<file path="src/rtl/instruction_cache.sv">
// Direct-mapped 4-line x 4-word instruction cache with a single outstanding
// block fill from instruction_mem and a 16-bit miss counter.
module instruction_cache (
  input  logic         clock,
  input  logic         reset,
  input  logic         req,
  input  logic [31:0]  pc,
  input  logic         flush,
  output logic [31:0]  instruction,
  output logic         hit,
  output logic         stall,
  output logic         mem_enable,
  output logic [31:0]  mem_address,
  input  logic [127:0] mem_data,
  input  logic         mem_valid,
  output logic [15:0]  miss_count
);

  localparam int unsigned LINES   = 4;
  localparam int unsigned WORD_W  = 32;
  localparam int unsigned BLOCK_W = 128;
  localparam int unsigned TAG_W   = 28;
  localparam int unsigned CNT_W   = 16;

  typedef enum logic [1:0] {READY, FETCH, RELEASE} state_e;

  state_e             state_q, state_d;
  logic               mem_enable_q, mem_enable_d;
  logic [31:0]        mem_address_q, mem_address_d;
  logic [CNT_W-1:0]   miss_count_q, miss_count_d;
  logic [LINES-1:0]   line_valid_q, line_valid_d;
  logic               fill_kill_q, fill_kill_d;
  logic               fill_we;

  logic [TAG_W-1:0]   tag_q  [LINES];
  logic [BLOCK_W-1:0] data_q [LINES];

  logic [1:0]         idx;
  logic [1:0]         fill_idx;
  logic               lookup_hit;

  // The latched block address doubles as the miss pc for the fill.
  assign idx        = pc[3:2];
  assign fill_idx   = mem_address_q[3:2];
  assign lookup_hit = line_valid_q[idx] && (tag_q[idx] == pc[31:4]);

  always_ff @(posedge clock or posedge reset) begin
    if (reset) begin
      state_q       <= READY;
      mem_enable_q  <= 1'b0;
      mem_address_q <= '0;
      miss_count_q  <= '0;
      line_valid_q  <= '0;
      fill_kill_q   <= 1'b0;
    end else begin
      state_q       <= state_d;
      mem_enable_q  <= mem_enable_d;
      mem_address_q <= mem_address_d;
      miss_count_q  <= miss_count_d;
      line_valid_q  <= line_valid_d;
      fill_kill_q   <= fill_kill_d;
    end
  end

  // Tag/data arrays need no reset; line_valid qualifies them.
  always_ff @(posedge clock) begin
    if (fill_we) begin
      data_q[fill_idx] <= mem_data;
      tag_q[fill_idx]  <= mem_address_q[31:4];
    end
  end

  always_comb begin
    state_d       = state_q;
    mem_enable_d  = mem_enable_q;
    mem_address_d = mem_address_q;
    miss_count_d  = miss_count_q;
    line_valid_d  = line_valid_q;
    fill_kill_d   = fill_kill_q;
    fill_we       = 1'b0;
    hit           = 1'b0;

    unique case (state_q)
      READY: begin
        hit = req && lookup_hit && !flush;
        if (req && !lookup_hit && !flush) begin
          mem_enable_d  = 1'b1;
          mem_address_d = {pc[31:2], 2'b00};
          miss_count_d  = miss_count_q + CNT_W'(1);
          state_d       = FETCH;
        end
      end
      FETCH: begin
        if (flush) fill_kill_d = 1'b1;
        if (mem_valid) begin
          fill_we = 1'b1;
          if (!fill_kill_q && !flush) line_valid_d[fill_idx] = 1'b1;
          mem_enable_d = 1'b0;
          fill_kill_d  = 1'b0;
          state_d      = RELEASE;
        end
      end
      RELEASE: begin
        state_d = READY;
      end
      default: begin
        state_d = READY;
      end
    endcase

    if (flush) line_valid_d = '0;
  end

  assign stall       = req && !hit;
  assign instruction = data_q[idx][{pc[1:0], 5'b00000} +: WORD_W];
  assign mem_enable  = mem_enable_q;
  assign mem_address = mem_address_q;
  assign miss_count  = miss_count_q;

endmodule

</file>
<file path="config.mk">
export PLATFORM = sky130hd
export DESIGN_NAME = instruction_cache
export DESIGN_NICKNAME = d
export VERILOG_FILES = /design/src/rtl/instruction_cache.sv
export SDC_FILE = /design/constraint.sdc
export NUM_CORES = 1
export LEC_CHECK = 0
export CORE_MARGIN = 8
export CORE_UTILIZATION = 52
export CTS_CLUSTER_DIAMETER = 80
export DETAILED_ROUTE_END_ITERATION = 16
export PLACE_DENSITY_LB_ADDON = 0.2
export SLEW_MARGIN = 20
export SYNTH_ARGS = -nofsm -noshare
export SYNTH_HDL_FRONTEND = slang
export SYNTH_SLANG_ARGS = --single-unit
</file>
<file path="constraint.sdc">
create_clock -name clock -period 13.05 [get_ports clock]
set_clock_uncertainty 0.15 [all_clocks]
set_input_delay 2.61 -clock clock [delete_from_list [all_inputs] [get_ports clock]]
set_output_delay 2.61 -clock clock [all_outputs]
set_load 0.005 [all_outputs]
</file>
[Word level (Yosys, flattened, before mapping)]
Memory sizes are Yosys's and may differ from the RTL's.
Index checks and enable logic that the tools add are counted.
Cells by class
  add/sub/neg operators: 1
  magnitude comparators: 3
  equality and inequality tests: 4
  shift operators: 1
  muxes and demuxes: 21
  bitwise operators: 1
  reduce and logical (&&, ||, !) cells: 22
Operators by type and width (number)
  128-bit by 8-bit variable part select with 32-bit output: 1
  28-bit == test: 1
  16-bit by 1-bit adder with 16-bit output, second input constant: 1
  4-bit 2-to-1 mux: 4
  1-bit 2-to-1 mux: 11
  1-bit logical AND: 8
  2-bit nonzero test: 4
  2-bit by 3-bit less-than comparator with 1-bit output, second input constant: 2
  2-bit AND reduction: 3
  3-bit AND reduction: 2
  1-bit logical NOT: 4
  2-bit 2-to-1 mux: 2
  2-bit != test, second input constant: 2
  4-bit bitwise OR: 1
  2-bit one-hot mux with 2 select lines: 1
  1-bit binary-select mux with 2-bit select: 1
  1-bit demux with 2-bit select: 1
  2-bit by 1-bit == test with 1-bit output, second input constant: 1
  2-bit by 1-bit >= comparator with 1-bit output, second input constant: 1
  2-bit logical NOT: 1
  1-bit one-hot mux with 2 select lines: 1
Storage, ports and cells
  flip-flop bits (word level): 54
  memory bits (writable): 624
  bits of input ports: 165
  output and inout bits: 83
  logic and storage cells: 61
  memories: 2
Memory list
  data_q: words 4, bits a word 128, read ports 1, clocked after memory_dff 0, wr ports 1, line 36  | logic [BLOCK_W-1:0] data_q [LINES];
  tag_q: words 4, bits a word 28, read ports 1, clocked after memory_dff 0, wr ports 1, line 35  | logic [TAG_W-1:0] tag_q [LINES];

[Depth between registers and ports, before layout]
  depth after elaboration: 9
  gate-level depth with buffers: 12
  depth with buffers taken out: 7

[Worst setup path after synthesis]
OpenSTA, ideal clock, no wires.
  kind: input -> register
  start point: input mem_valid
  end point: memory data_q[1][0] (enable)
  library setup time: 0.863 ns
  arrival time: 13.262 ns
  required time: 12.037 ns
  slack: -1.225 ns
  stages on the path: 2
  path buffers: 0
  cells stage by stage: nand2_1 -> nor3_1
Between the ends
  cells in the longest elaborated chain, start to end: 4
RTL lines
  start, declared: line 15  | input logic mem_valid,
  1-bit 2-to-1 mux: line 95  | if (mem_valid) begin
  1-bit 2-to-1 mux: line 83  | unique case (state_q)
  1-bit 2-to-1 mux: line 67  | if (fill_we) begin
  1-bit 2-to-1 mux (not written as such): line 68  | data_q[fill_idx] <= mem_data;
  end, declared: line 36
Every way passes these cells.

[Worst setup path in the final report]
  start point: input pc[2]
  end point: output hit
Between the ends
  cells in the longest elaborated chain, start to end: 6
  elaborated cells on any way between the ends: 8
  those cells by class: eq/ne (1); mux (3); reduce/logical (3); memory (1)
RTL lines
  start, declared: line 7  | input logic [31:0] pc,
  memory 4 x 28 bit or 1-bit binary-select mux with 2-bit select (tied branches)
  28-bit == test or 1-bit 2-to-1 mux (tied branches): line 45  | assign lookup_hit = line_valid_q[idx] && (tag_q[idx] == pc[31:4]);
  1-bit logical AND (*): line 45
  1-bit logical AND (*) (2 in a row): line 85  | hit = req && lookup_hit && !flush;
  1-bit 2-to-1 mux (*): line 83
  end, declared: line 10  | output logic hit,
Every way passes the cells marked *; elsewhere a longest branch is shown, timed or not. The select of a mux whose other input is x is not followed.

==> results.yml <==
finish:
  drive_above_1_share_pct: 20.2
  final_area_sq_um: 32100
  fin_util_pct: 63.0
  nNetsFinal: 1692
  area_growth_pct: 20.4
sta:
  tns_ns: 0
  rsz0062_at_grt: "false"
  slew_violations: 0
  tightest_slew_ns: 1.10
  relSlewSlack_pct: 26.8
  finalHoldViolCount: 0
  fin_crit_ns: 8.59
  max_freq_mhz: 116
  period_share_pct: 65.8
  setup_violations: 0
synthesis:
  ys_seq_area_share_pct: 75.3
  yosysUniqueCellTypes: 57
  syn_area_sq_um: 26700
  synthDominantCellAreaShare_pct: 70.2
  syn_inst: 1259
  yosysTopAreaCell: "edfxtp_1"
  synthTopCellsByCount: "edfxtp_1 (624), mux4_2 (182), dfrtp_1 (54), nand4_1 (46), nand2_1 (43)"
  synth.top_cells.by_area: "edfxtp_1 (70%), mux4_2 (15%), dfrtp_1 (5.1%), nand4_1 (1.1%), a2bb2oi_1 (1.0%)"
  synth_edf_count: 624
  avgSynthCellArea_sq_um: 21.2
  async_flop_share_pct: 7.96
  yosysWarnings: 0
  synth.most_common_cell: "edfxtp_1"
  yosys_register_bits: 678
  synth_flop_cell: "edfxtp_1"
pwr:
  worst_ir_drop_vdd_uv: 96.7
  power.density_nw_per_um2: 156
  p_leak_nw: 10.4
route:
  drc: 0
  wirelength_um: 57400
  drtPass1Iterations: 7
  wl_per_cell_um: 25.4
  via_per_inst: 5.97
  postRouteAntennaNets: 0
  drt_iter0_markers: 845
  vias: 13500
global_routing:
  grt_pass1_wl_um: 88000
  grt_pass1_vias: 14300
  grt_overflow_total: 0
  antenna_found_initial: 7
  grt_max_degree: 91
  grt_use_total_pct: 19.4
floorplanning:
  rows: 83
  die-area_sq_um: 58800
  start_util_pct: 52.3
  io_pins: 248
  coreArea_sq_um: 51000
  die_w_um: 242
  die_h_um: 242
placed_design:
  place.gp.congestion: 0.800
  hpwlAfterDp_um: 33100
  dpl_cell_area_sq_um: 29900
  portBuffers: 245
worst_setup_path:
  arrival_ns: 5.83
  criticalPathCategory: "in -> out"
  cp-start-kind: "input port"
  crit_path_end: "hit"
  critPathCaptureType: "output port"
  r2r-start: "tag_q[2][19]$_DFFE_PP_"
  required_ns: 10.29
  r2r_setup_slack_ns: 9.43
  worstPathMaxFanout: 78
  reg2reg_depth: 7
  r2r-end: "miss_count[8]$_DFFE_PP0P_"
  startpoint: "pc[2]"
clock_tree:
  postCtsHoldBufs: 0
  cts_root_buf: "clkbuf_16"
  clk_latency_ns: 0.58
  cts.path.max_buffers: 3
  cts_setup_buffers: 0
  post_cts_resized: 0
  clkSlewWorstSetupHoldPaths_ns: 0.06
  cts_tree: "done"
  cts_sinks: 678
  h-tree-depth: 3
  cts_made_buffers: 73
hold_path:
  hold_class: "reg -> reg"
run_status:
  outcome: "finished clean"
job:
  max_cap_violations: 0
## flip-flops by register name (all words and copies together) (netlist names)
signal and flops:
data_q 512, state_q 2, miss_count 16, mem_address 30, tag_q 112, line_valid_q 4, fill_kill_q 1, mem_enable 1
## layer usage
metal  global-route usage [%]  up-vias  routed length, um
li1                         -     5881                  -
met1                     26.7     7124              24700
met2                     30.8      413              27700
met3                     4.85       75               3960
met4                     5.66        4               1030
met5                        0        -                 27
## final cells by class
cell class | instances | area [sq um]
well taps | 680 | 851
repair buffers | 268 | 2630
multi-input cells | 494 | 6260
clock inverters | 26 | 244
clock buffers | 100 | 1990
flip-flops and latches | 678 | 20100
fillers | 3524 | 18900
inverters | 11 | 41.3
diodes | 4 | 10.0
## through the flow
step	power (mW)	setup slack [ns]	instances	hold WS, ns
after floorplan	2.87	-1.23	1260	0.307
after global placement	3.10	4.32	2131	0.323
after detailed placement	3.12	4.31	2131	0.347
after CTS	5.06	4.31	2257	0.360
after global routing	5.19	4.21	2257	0.399
final	5.01	4.46	2261	0.365
## how the worst min path moves through the flow
| stage | endpoint | from | depth (start not counted) |
|---|---|---|---|
| 6_report | line_valid_q[1]$_DFFE_PP0P_ | line_valid_q[1]$_DFFE_PP0P_ | 2 |
| 3_3_place_gp | line_valid_q[2]$_DFFE_PP0P_ | line_valid_q[2]$_DFFE_PP0P_ | 2 |
| 3_5_place_dp | line_valid_q[1]$_DFFE_PP0P_ | line_valid_q[1]$_DFFE_PP0P_ | 2 |
| 4_1_cts | line_valid_q[3]$_DFFE_PP0P_ | line_valid_q[3]$_DFFE_PP0P_ | 2 |
| 2_1_floorplan | line_valid_q[3]$_DFFE_PP0P_ | line_valid_q[3]$_DFFE_PP0P_ | 2 |
| 5_1_grt | line_valid_q[1]$_DFFE_PP0P_ | line_valid_q[1]$_DFFE_PP0P_ | 2 |
## power breakdown
| part | switching (mW) | leakage [nW] | internal (mW) |
|---|---|---|---|
| Combinational | 0.214 | 2.97 | 0.249 |
| Clock | 0.786 | 1.09 | 1.16 |
| Sequential | 0.0846 | 6.30 | 2.52 |
| Total | 1.08 | 10.4 | 3.93 |
## critical path, cell delays in order
cell and delay, ns:
buf_8 0.54, mux4_2 0.63, xnor2_1 0.18, nand4_1 0.22, nand4bb_1 0.45, nor3_1 0.27, buf_4 0.23, and2_1 0.15
clkdlybuf4s50_1 0.50
## cell usage in the layout (no fill, tap or decap), drive strengths merged, types with 5 or more instances in the layout
master,n
nor2,10
clkbuf,100
nand2,43
xor2,5
a31oi,6
dfrtp,54
a2bb2oi,31
inv,12
o22ai,8
a21oi,11
mux2i,9
clkinv,20
buf,27
nand3,10
xnor2,21
clkdlybuf4s50,241
edfxtp,624
mux4,182
o21ai,15
nor3,7
o211ai,32
bufinv,5
nand4,46
## kinds of logic after synthesis
group,count (synthesis),synth area share (%)
DFF,678,75.3
xor gates and xnor gates,26,0.854
adders and majority gates,1,0.0469
and+or+nand+nor,148,3.08
muxes,195,15.9
buffers and inverters,88,1.46
AOI/OAI and AO/OA,122,3.34
other,1,0.0141
(Power assumes the default switching activity.)
